**src/rtl/rv32i_mem_arbiter_pkg.sv**
```systemverilog
// Shared constants and types for the rv32i memory arbiter.
package rv32i_mem_pkg;

   localparam int MEM_WORD_BITS  = 32;
   localparam int MEM_BE_BITS    = 4;
   localparam int MAX_PORTS      = 8;
   localparam int MAX_RD_LATENCY = 4;
   localparam int TAG_ID_BITS    = $clog2(MAX_PORTS);

   typedef struct packed {
      logic                   valid;
      logic [TAG_ID_BITS-1:0] id;
      logic                   err;
   } rsp_tag_t;

   // Port id width; a single port still needs one bit.
   function automatic int id_bits(input int n);
      return (n > 1) ? $clog2(n) : 1;
   endfunction

endpackage

```
**src/rtl/rv32i_mem_arbiter_if.sv**
```systemverilog
// Requester-side bus of the memory arbiter: per-port request handshake plus shared response.
interface rv32i_mem_arbiter_if
   import rv32i_mem_pkg::*;
#(
   parameter int NUM_PORTS = 2,
   parameter int ADDR_BITS = 16
);
   logic [NUM_PORTS-1:0]                    req_valid;
   logic [NUM_PORTS-1:0]                    req_ready;
   logic [NUM_PORTS-1:0]                    req_we;
   logic [NUM_PORTS-1:0][ADDR_BITS-1:0]     req_addr;
   logic [NUM_PORTS-1:0][MEM_WORD_BITS-1:0] req_wdata;
   logic [NUM_PORTS-1:0][MEM_BE_BITS-1:0]   req_be;
   logic [NUM_PORTS-1:0]                    rsp_valid;
   logic [MEM_WORD_BITS-1:0]                rsp_rdata;
   logic                                    rsp_err;

   modport master (
      output req_valid, req_we, req_addr, req_wdata, req_be,
      input  req_ready, rsp_valid, rsp_rdata, rsp_err
   );

   modport slave (
      input  req_valid, req_we, req_addr, req_wdata, req_be,
      output req_ready, rsp_valid, rsp_rdata, rsp_err
   );
endinterface

```
**src/rtl/rv32i_mem_arbiter_rr_arbiter.sv**
```systemverilog
// Round-robin arbiter: the search starts one past the last winner; outputs one-hot grant and its index.
module rr_arbiter
   import rv32i_mem_pkg::*;
#(
   parameter  int N   = 2,
   localparam int IDW = id_bits(N)
) (
   input  logic [N-1:0]   req,
   input  logic [IDW-1:0] last,
   output logic [N-1:0]   grant,
   output logic [IDW-1:0] grant_id
);

   logic           found;
   logic [IDW-1:0] cand;

   always_comb begin
      grant    = '0;
      grant_id = '0;
      found    = 1'b0;
      cand     = '0;
      for (int k = 1; k <= N; k++) begin
         cand = IDW'((int'(last) + k) % N);
         if (!found && req[cand]) begin
            found       = 1'b1;
            grant[cand] = 1'b1;
            grant_id    = cand;
         end
      end
   end

endmodule

```
**src/rtl/rv32i_mem_arbiter.sv**
```systemverilog
// Round-robin front-end sharing one single-port RAM among NUM_PORTS requesters.
// Optional RV32I_MEM_ARB_ALIGN_CHK_EN: misaligned requests skip the RAM and answer with rsp_err.
module rv32i_mem_arbiter
   import rv32i_mem_pkg::*;
#(
   parameter int NUM_PORTS  = 2,
   parameter int ADDR_BITS  = 16,
   parameter int RD_LATENCY = 1
) (
   input  logic                     clk,
   input  logic                     reset_n,
   rv32i_mem_arbiter_if.slave       bus,
   output logic                     ram_en,
   output logic                     ram_we,
   output logic [ADDR_BITS-3:0]     ram_addr,
   output logic [MEM_WORD_BITS-1:0] ram_wdata,
   output logic [MEM_BE_BITS-1:0]   ram_be,
   input  logic [MEM_WORD_BITS-1:0] ram_rdata
);

   localparam int IDW = id_bits(NUM_PORTS);

   if (NUM_PORTS < 1 || NUM_PORTS > MAX_PORTS) begin : g_bad_ports
      $error("rv32i_mem_arbiter: NUM_PORTS out of range 1..8");
   end
   if (RD_LATENCY < 1 || RD_LATENCY > MAX_RD_LATENCY) begin : g_bad_latency
      $error("rv32i_mem_arbiter: RD_LATENCY out of range 1..4");
   end
   if (ADDR_BITS < 3) begin : g_bad_addr
      $error("rv32i_mem_arbiter: ADDR_BITS too small");
   end

   logic [NUM_PORTS-1:0]             grant;
   logic [IDW-1:0]                   grant_id;
   logic [IDW-1:0]                   last_reg;
   logic                             accept;
   logic                             misalign;
   logic                             err_w;
   rsp_tag_t                         head;
   rsp_tag_t                         tail;
   rsp_tag_t [RD_LATENCY-1:0]        pipe_reg;

   rr_arbiter #(.N(NUM_PORTS)) u_rr (
      .req      (bus.req_valid),
      .last     (last_reg),
      .grant    (grant),
      .grant_id (grant_id)
   );

   // Gating with reset_n keeps every strobe at its reset value while reset is held.
   assign accept        = reset_n && (|grant);
   assign bus.req_ready = accept ? grant : '0;

`ifdef RV32I_MEM_ARB_ALIGN_CHK_EN
   assign misalign = accept && (bus.req_addr[grant_id][1:0] != 2'b00);
`else
   assign misalign = 1'b0;
`endif

   assign ram_en    = accept && !misalign;
   assign ram_we    = ram_en && bus.req_we[grant_id];
   assign ram_addr  = bus.req_addr[grant_id][ADDR_BITS-1:2];
   assign ram_wdata = bus.req_wdata[grant_id];
   assign ram_be    = ram_we ? bus.req_be[grant_id] : '0;

   always_ff @(posedge clk or negedge reset_n) begin
      if (!reset_n) begin
         last_reg <= IDW'(NUM_PORTS - 1);
      end else if (accept) begin
         last_reg <= grant_id;
      end
   end

   always_comb begin
      head       = '0;
      head.valid = accept;
      head.id    = TAG_ID_BITS'(grant_id);
      head.err   = misalign;
   end

   // The tag travels alongside the RAM read so its tail lines up with ram_rdata.
   always_ff @(posedge clk or negedge reset_n) begin
      if (!reset_n) begin
         pipe_reg <= '0;
      end else begin
         pipe_reg[0] <= head;
         for (int k = 1; k < RD_LATENCY; k++) begin
            pipe_reg[k] <= pipe_reg[k-1];
         end
      end
   end

   assign tail = pipe_reg[RD_LATENCY-1];

   for (genvar gi = 0; gi < NUM_PORTS; gi++) begin : g_rsp
      assign bus.rsp_valid[gi] = tail.valid && (tail.id == TAG_ID_BITS'(gi));
   end

   assign err_w         = tail.valid && tail.err;
   assign bus.rsp_err   = err_w;
   assign bus.rsp_rdata = err_w ? '0 : ram_rdata;

endmodule

```
**src/flat_wrapper.sv**
```systemverilog
// flat-port wrapper written by rule: the top's interface ports become plain ports
module rv32i_mem_arbiter_flat import rv32i_mem_pkg::*;
#(
   parameter int NUM_PORTS  = 2,
   parameter int ADDR_BITS  = 16,
   parameter int RD_LATENCY = 1
)
  (clk, reset_n, ram_en, ram_we, ram_addr, ram_wdata, ram_be, ram_rdata, bus_req_valid, bus_req_we, bus_req_addr, bus_req_wdata, bus_req_be, bus_req_ready, bus_rsp_valid, bus_rsp_rdata, bus_rsp_err);
  rv32i_mem_arbiter_if #(.NUM_PORTS(NUM_PORTS), .ADDR_BITS(ADDR_BITS)) bus_i ();
  input  logic clk;
  input  logic reset_n;
  output logic ram_en;
  output logic ram_we;
  output logic [ADDR_BITS-3:0] ram_addr;
  output logic [MEM_WORD_BITS-1:0] ram_wdata;
  output logic [MEM_BE_BITS-1:0] ram_be;
  input  logic [MEM_WORD_BITS-1:0] ram_rdata;
  input wire logic [$bits(bus_i.req_valid)-1:0] bus_req_valid;
  input wire logic [$bits(bus_i.req_we)-1:0] bus_req_we;
  input wire logic [$bits(bus_i.req_addr)-1:0] bus_req_addr;
  input wire logic [$bits(bus_i.req_wdata)-1:0] bus_req_wdata;
  input wire logic [$bits(bus_i.req_be)-1:0] bus_req_be;
  output wire logic [$bits(bus_i.req_ready)-1:0] bus_req_ready;
  output wire logic [$bits(bus_i.rsp_valid)-1:0] bus_rsp_valid;
  output wire logic [$bits(bus_i.rsp_rdata)-1:0] bus_rsp_rdata;
  output wire logic [$bits(bus_i.rsp_err)-1:0] bus_rsp_err;
  assign bus_i.req_valid = bus_req_valid;
  assign bus_i.req_we = bus_req_we;
  assign bus_i.req_addr = bus_req_addr;
  assign bus_i.req_wdata = bus_req_wdata;
  assign bus_i.req_be = bus_req_be;
  assign bus_req_ready = bus_i.req_ready;
  assign bus_rsp_valid = bus_i.rsp_valid;
  assign bus_rsp_rdata = bus_i.rsp_rdata;
  assign bus_rsp_err = bus_i.rsp_err;
  rv32i_mem_arbiter #(.NUM_PORTS(NUM_PORTS), .ADDR_BITS(ADDR_BITS), .RD_LATENCY(RD_LATENCY)) u_core (.clk(clk), .reset_n(reset_n), .bus(bus_i), .ram_en(ram_en), .ram_we(ram_we), .ram_addr(ram_addr), .ram_wdata(ram_wdata), .ram_be(ram_be), .ram_rdata(ram_rdata));
endmodule
```
**config.mk**
```make
export PLATFORM = sky130hd
export DESIGN_NAME = rv32i_mem_arbiter_flat
export DESIGN_NICKNAME = d
export VERILOG_FILES = /design/src/rtl/rv32i_mem_arbiter_pkg.sv /design/src/rtl/rv32i_mem_arbiter_if.sv /design/src/rtl/rv32i_mem_arbiter_rr_arbiter.sv /design/src/rtl/rv32i_mem_arbiter.sv /design/src/flat_wrapper.sv
export SDC_FILE = /design/constraint.sdc
export NUM_CORES = 1
export LEC_CHECK = 0
export ABC_CLOCK_PERIOD_IN_PS = 1700
export CORE_AREA = 5 5 86 88
export CTS_CLUSTER_DIAMETER = 80
export CTS_CLUSTER_SIZE = 20
export DETAILED_ROUTE_END_ITERATION = 8
export DIE_AREA = 0 0 91 93
export HOLD_SLACK_MARGIN = 0.1
export PLACE_DENSITY = 0.8
export SLEW_MARGIN = 15
export SYNTH_ARGS = -nofsm -noshare
export SYNTH_HDL_FRONTEND = slang
export SYNTH_HIERARCHICAL = 1
export SYNTH_SLANG_ARGS = --single-unit
export TNS_END_PERCENT = 1
```
**constraint.sdc**
```tcl
create_clock -name clk -period 1.7 [get_ports clk]
set_input_delay 0.255 -clock clk [delete_from_list [all_inputs] [get_ports clk]]
set_output_delay 0.255 -clock clk [all_outputs]
set_load 0.05 [all_outputs]
```
==> impl_metrics.yaml, run 1 <==
layout:
  final_cells: 329
  largest_reg_flops: 2
  seqCellArea_um2: 76.3
  nets: 392
  fillers: 633
  area_growth_pct: 175
  multiInputGateArea_um2: 757
  antenna_cells: 0
  drive_gt1_frac: 0.526
setup_path:
  crit_type: "reg -> out"
  critPathLaunchType: "flip-flop"
  arrival_ns: 1.78
  crit_chain: "a21boi_4, buf_12, buf_12, mux2i_4, nor3_4, buf_6"
  rr_worst_depth: 4
  cp_slowest_cell: "dfstp_2"
  r2r_end: "u_core/last_reg$_DFFE_PN1P_"
  rrSetupSlack_ns: 0.21
  cp.required_ns: 1.44
  max_stage_delay_ns: 0.57
  worst_path_most_repeated_cell: "buf_12"
  cp_max_fo: 6
  worstReg2RegStart: "u_core/last_reg$_DFFE_PN1P_"
  worstSetupEndpointType: "output pin"
yosys:
  synth-seq-area-share: 0.0716
  synth_nets: 252
  synth.most_common_cell: "mux2_2"
  ys_warn_count: 6
  ys_types: 16
  synthTopCellsByArea: "mux2_2 50%, buf_4 23%, buf_6 6.3%"
  ys.flop_type: "dfrtp_1"
  synthTopCellsByCount: "47 x mux2_2, 33 x buf_4, 6 x buf_6, 4 x mux2i_1, 4 x nor3_1"
  synthArstFlopShare: 1.00
  syn_avg_cell_area_um2: 9.69
  synth_top_area_frac: 0.496
  synthCells: 110
  synth-seq-cells: 3
  synth_edf_count: 0
  netlist_area_um2: 1070
  synth_top_area_cell: "mux2_2"
sta:
  setup_tns_ns: -11.53
  slew_violations: 0
  max_freq_ghz: 0.491
  final.setup_skew_ns: 0.00192
  period_share: 1.20
  rsz0062_at_grt: "yes"
  hold_viol: 0
  setup_viol: 52
  min_period_ns: 2.04
  setup_slack_ns: -0.338
detailed_routing:
  route.vias.total: 1361
  wl_per_cell_um: 17.8
  wirelength_mm: 5.85
  viasPerCell: 4.14
  postRouteAntennaNets: 0
  drc_errors: 0
  dr.pass1.iters: 2
  first_iter_violations: 12
clock_network:
  clockBufferDepth: 2
  cts-buffers-inserted: 3
  htreeDepth: 1
  cts_tree: "yes"
  path_clk_slew_ns: 0.03
  ctsHoldBuffers: 0
  cts.sinks: 3
  clock_latency_ns: 0.22
  root_buffer: "clkbuf_8"
floorplan:
  dieArea_um2: 8460
  coreArea_um2: 6570
  chipWidth_um: 91
  initial_core_util: 0.162
  num_rows: 30
  die_y_um: 93
  io_pins: 231
placement:
  portBuffers: 161
  dpl.cell_count: 318
  dpl.hpwl_mm: 4.52
  pre_cts_ws_ns: -0.442
  gp_congestion: 0.711
run:
  maxCapViolations: 0
outcome:
  violations: "setup timing"
  status: "finished with violations"
global_routing:
  grt_overflow: 0
  grt_pass1_vias: 1547
  grt_max_degree: 17
  grt_pass1_wl_mm: 8.73
  grt_use_total: 0.128
  antenna_found_initial: 0
min_path:
  hp-class: "in -> async"
power:
  p_leak_nw: 1.22
  ir_drop_uv: 382
  power_density_nw_per_um2: 648
-- final cells by class --
class                           instances  share of cell area
Inverter                                2             0.00256
Timing Repair Buffer                  174               0.664
Clock buffer                            4              0.0154
Sequential cell                         3              0.0260
Tap cell                               80              0.0341
Multi-Input combinational cell         66               0.258
-- cells in the final DEF, fill, tap and decap left out, drive strengths merged --
cell / instances
buf: 68
nor2b: 1
bufbuf: 1
and2: 3
conb: 1
dfrtp: 2
a21boi: 3
inv: 2
mux2: 47
nor2: 1
nor3: 4
mux2i: 5
dfstp: 1
o21ai: 1
clkbuf: 4
dlygate4sd2: 2
clkdlybuf4s50: 103
-- worst max-delay path, delay by kind of cell, from the launching register on --
kind                   cells  cell delay (ns)
and+or+nand+nor            1             0.22
muxes                      1             0.24
AOI/OAI and AO/OA          1             0.08
DFF                        1             0.57
buffers and inverters      3             0.45
-- report_power, final --
group          switching [mW]  internal (mW)  leakage, nW
Combinational           0.807          0.782         1.17
Sequential             0.0127         0.0889       0.0353
Clock                  0.0501          0.160       0.0228
-- per-layer routing --
layer,wire (um),global-route usage,share of wire
met5,0,0,0
met4,55,0.0306,0.0094
met3,681,0.0499,0.12
met2,2980,0.228,0.51
met1,2140,0.143,0.37
-- worst max-delay path by stage --
stage                                     start         to  slack (ns)  cells past startpoint
detailed placement             bus_req_valid[1]  ram_be[1]       -0.44                      7
global placement               bus_req_valid[1]  ram_be[3]       -0.41                      7
global route        u_core/last_reg$_DFFE_PN1P_  ram_be[1]       -0.40                      6
floorplan           u_core/last_reg$_DFFE_PN1P_  ram_be[0]       -0.04                      5
finish              u_core/last_reg$_DFFE_PN1P_  ram_be[1]       -0.34                      6
CTS                 u_core/last_reg$_DFFE_PN1P_  ram_be[1]       -0.35                      6
-- logic make-up (layout without fill, tap and decap cells) --
| logic type | Yosys count | in the layout | share of synthesized area |
|---|---|---|---|
| multiplexers | 52 | 52 | 0.547 |
| buffers and inverters | 41 | 180 | 0.303 |
| AND/OR/NAND/NOR | 9 | 9 | 0.0458 |
| AO/OA/AOI/OAI | 4 | 4 | 0.0293 |
| flip-flops | 3 | 3 | 0.0716 |
| other | 1 | 1 | 0.00352 |
-- per-stage QoR --
stage | util | cell area, um2 | hold slack (ns) | power (mW)
3_5_place_dp | 0.383 | 2510 | 0.510 | 1.46
5_1_grt | 0.447 | 2930 | 0.407 | 1.98
6_report | 0.447 | 2930 | 0.375 | 1.90
2_1_floorplan | - | 1130 | -0.0406 | 1.14
3_3_place_gp | 0.383 | 2510 | 0.510 | 1.45
4_1_cts | 0.447 | 2930 | 0.374 | 1.92
-- repair_timing --
action,CTS,global route
gates resized for setup,70,0
buffers inserted,4,0
setup endpoints to repair,52,53
gates cloned,4,0
pin swaps,3,2
(Power assumes the default switching activity.)
==> run 2, diff against run 1 <==
Settings changed: CTS_CLUSTER_DIAMETER 80 to 200, REMOVE_ABC_BUFFERS set to 1.
==> run 2 against run 1 <==
Compared with the run above: the run still ends with setup timing left; non-clock buffer count is 3 higher; worst hold slack got worse by 0.016 ns; critical path depth unchanged; sequential cell count stayed put; final area increased by 0.51%; sequential share of layout area about the same; critical endpoint is now ram_be[2]; largest cell class unchanged.
==> impl_metrics.yaml, run 2 (same netlist as run 1, synthesis figures left out) <==
detailed_routing:
  first_iter_violations: 16
  wirelength_mm: 7.63
  postRouteAntennaNets: 0
  route.vias.total: 1395
  wl_per_cell_um: 23.0
  drc_errors: 0
  dr.pass1.iters: 3
  viasPerCell: 4.20
layout:
  antenna_cells: 0
  final_common_cell: "clkdlybuf4s50_1"
  final_cell_mix: "103 x clkdlybuf4s50_1, 52 x buf_6, 46 x mux2_2"
  drive_gt1_frac: 0.540
  nets: 395
  largest_reg_flops: 2
  area_growth_pct: 177
  fillers: 636
  final_cells: 332
  seqCellArea_um2: 76.3
  multiInputGateArea_um2: 753
setup_path:
  arrival_ns: 1.69
  r2r_end: "u_core/last_reg$_DFFE_PN1P_"
  rrSetupSlack_ns: 0.03
  critPathLaunchType: "flip-flop"
  cp.required_ns: 1.44
  cp_max_fo: 5
  cp-startpoint: "u_core/last_reg$_DFFE_PN1P_"
  rr_worst_depth: 7
  critPathCapture: "ram_be[2]"
  worstSetupEndpointType: "output pin"
  worstReg2RegStart: "u_core/last_reg$_DFFE_PN1P_"
  crit_type: "reg -> out"
sta:
  rsz0062_at_grt: "yes"
  max_freq_ghz: 0.515
  slew_violations: 0
  hold_viol: 0
  setup_slack_ns: -0.242
  final.setup_skew_ns: 0.000215
  period_share: 1.14
  setup_viol: 52
  min_period_ns: 1.94
outcome:
  status: "finished with violations"
  violations: "setup timing"
clock_network:
  ctsHoldBuffers: 0
  root_buffer: "clkbuf_8"
  cts-buffers-inserted: 3
  clock_latency_ns: 0.21
  htreeDepth: 1
  cts.sinks: 3
  cts_tree: "yes"
  clockBufferDepth: 2
  path_clk_slew_ns: 0.03
floorplan:
  initial_core_util: 0.162
  dieArea_um2: 8460
  io_pins: 231
  chipWidth_um: 91
  coreArea_um2: 6570
  num_rows: 30
  die_y_um: 93
global_routing:
  antenna_found_initial: 2
  grt_pass1_vias: 1585
  grt_use_total: 0.165
  grt_overflow: 0
  grt_max_degree: 15
  grt_pass1_wl_mm: 10.4
power:
  ir_drop_uv: 471
  power_density_nw_per_um2: 649
  p_leak_nw: 1.22
  finalPower_mw: 1.91
run:
  maxCapViolations: 0
placement:
  dpl.hpwl_mm: 6.41
  gp_congestion: 0.829
  dpl.cell_count: 316
  portBuffers: 161
min_path:
  hp-class: "in -> async"
## run 2: cell types whose count changed in the layout (fill, tap and decap cells not counted)
cell,previous run,this run
buf_8,5,1
buf_4,5,8
buf_6,49,52
mux2_2,43,46
mux2_4,4,1
clkdlybuf4s15_1,0,2
dlygate4sd2_1,2,0
a21boi_0,1,0
a21boi_2,1,2
buf_12,6,7
mux2i_1,3,2
mux2i_2,1,2
## run 2: layer usage
| layer | vias up | global-route usage | share of wire |
|---|---|---|---|
| met5 | - | 0.0641 | 0.012 |
| li1 | 636 | - | - |
| met1 | 628 | 0.160 | 0.31 |
| met2 | 117 | 0.237 | 0.43 |
| met4 | 6 | 0.0147 | 0.0017 |
| met3 | 8 | 0.189 | 0.24 |
## run 2: how the worst min path moves through the flow
stage                             start                      endpoint  slack (ns)
after floorplan                 reset_n  u_core/pipe_reg[1]$_DFF_PN0_       -0.04
after global placement    ram_rdata[21]             bus_rsp_rdata[21]        0.51
after detailed placement  ram_rdata[21]             bus_rsp_rdata[21]        0.51
after CTS                       reset_n  u_core/pipe_reg[4]$_DFF_PN0_        0.36
after global routing            reset_n  u_core/pipe_reg[1]$_DFF_PN0_        0.38
final                           reset_n  u_core/pipe_reg[4]$_DFF_PN0_        0.36
## run 2: repair_timing
item                                    CTS  global route
cloned                                    3             0
endpoints found under the hold margin     0             0
buffers inserted                          5             5
endpoints found under the setup margin   53            55
pin swaps                                 3             3
gates resized for setup                  66            12
## run 2: power breakdown
group	internal (mW)	switching, mW
sequential	0.0887	0.00955
clock	0.160	0.0461
combinational	0.795	0.815
## run 2: critical path: stages (launching register included)
cell      delay, ns
dfstp_2        0.55
a21boi_4       0.09
buf_12         0.15
mux2i_4        0.18
buf_12         0.15
nor3_4         0.17
buf_6          0.18
## run 2: final cells by class
cell class / instances / share of cell area
well taps: 80 / 0.0339
flip-flops and latches: 3 / 0.0259
repair buffers: 177 / 0.667
multi-input cells: 66 / 0.255
clock buffers: 4 / 0.0153
inverters: 2 / 0.00255
## run 2: stage by stage
stage               TNS, ns   util  instance area, um2  setup WS, ns  hold slack (ns)
floorplan           -203.95      -                 751         -4.53          -0.0406
global placement     -16.52  0.369                2430        -0.377            0.510
detailed placement   -18.31  0.369                2430        -0.461            0.510
CTS                   -9.23  0.435                2860        -0.295            0.359
global route         -12.91  0.449                2950        -0.298            0.379
finish               -10.22  0.449                2950        -0.242            0.359
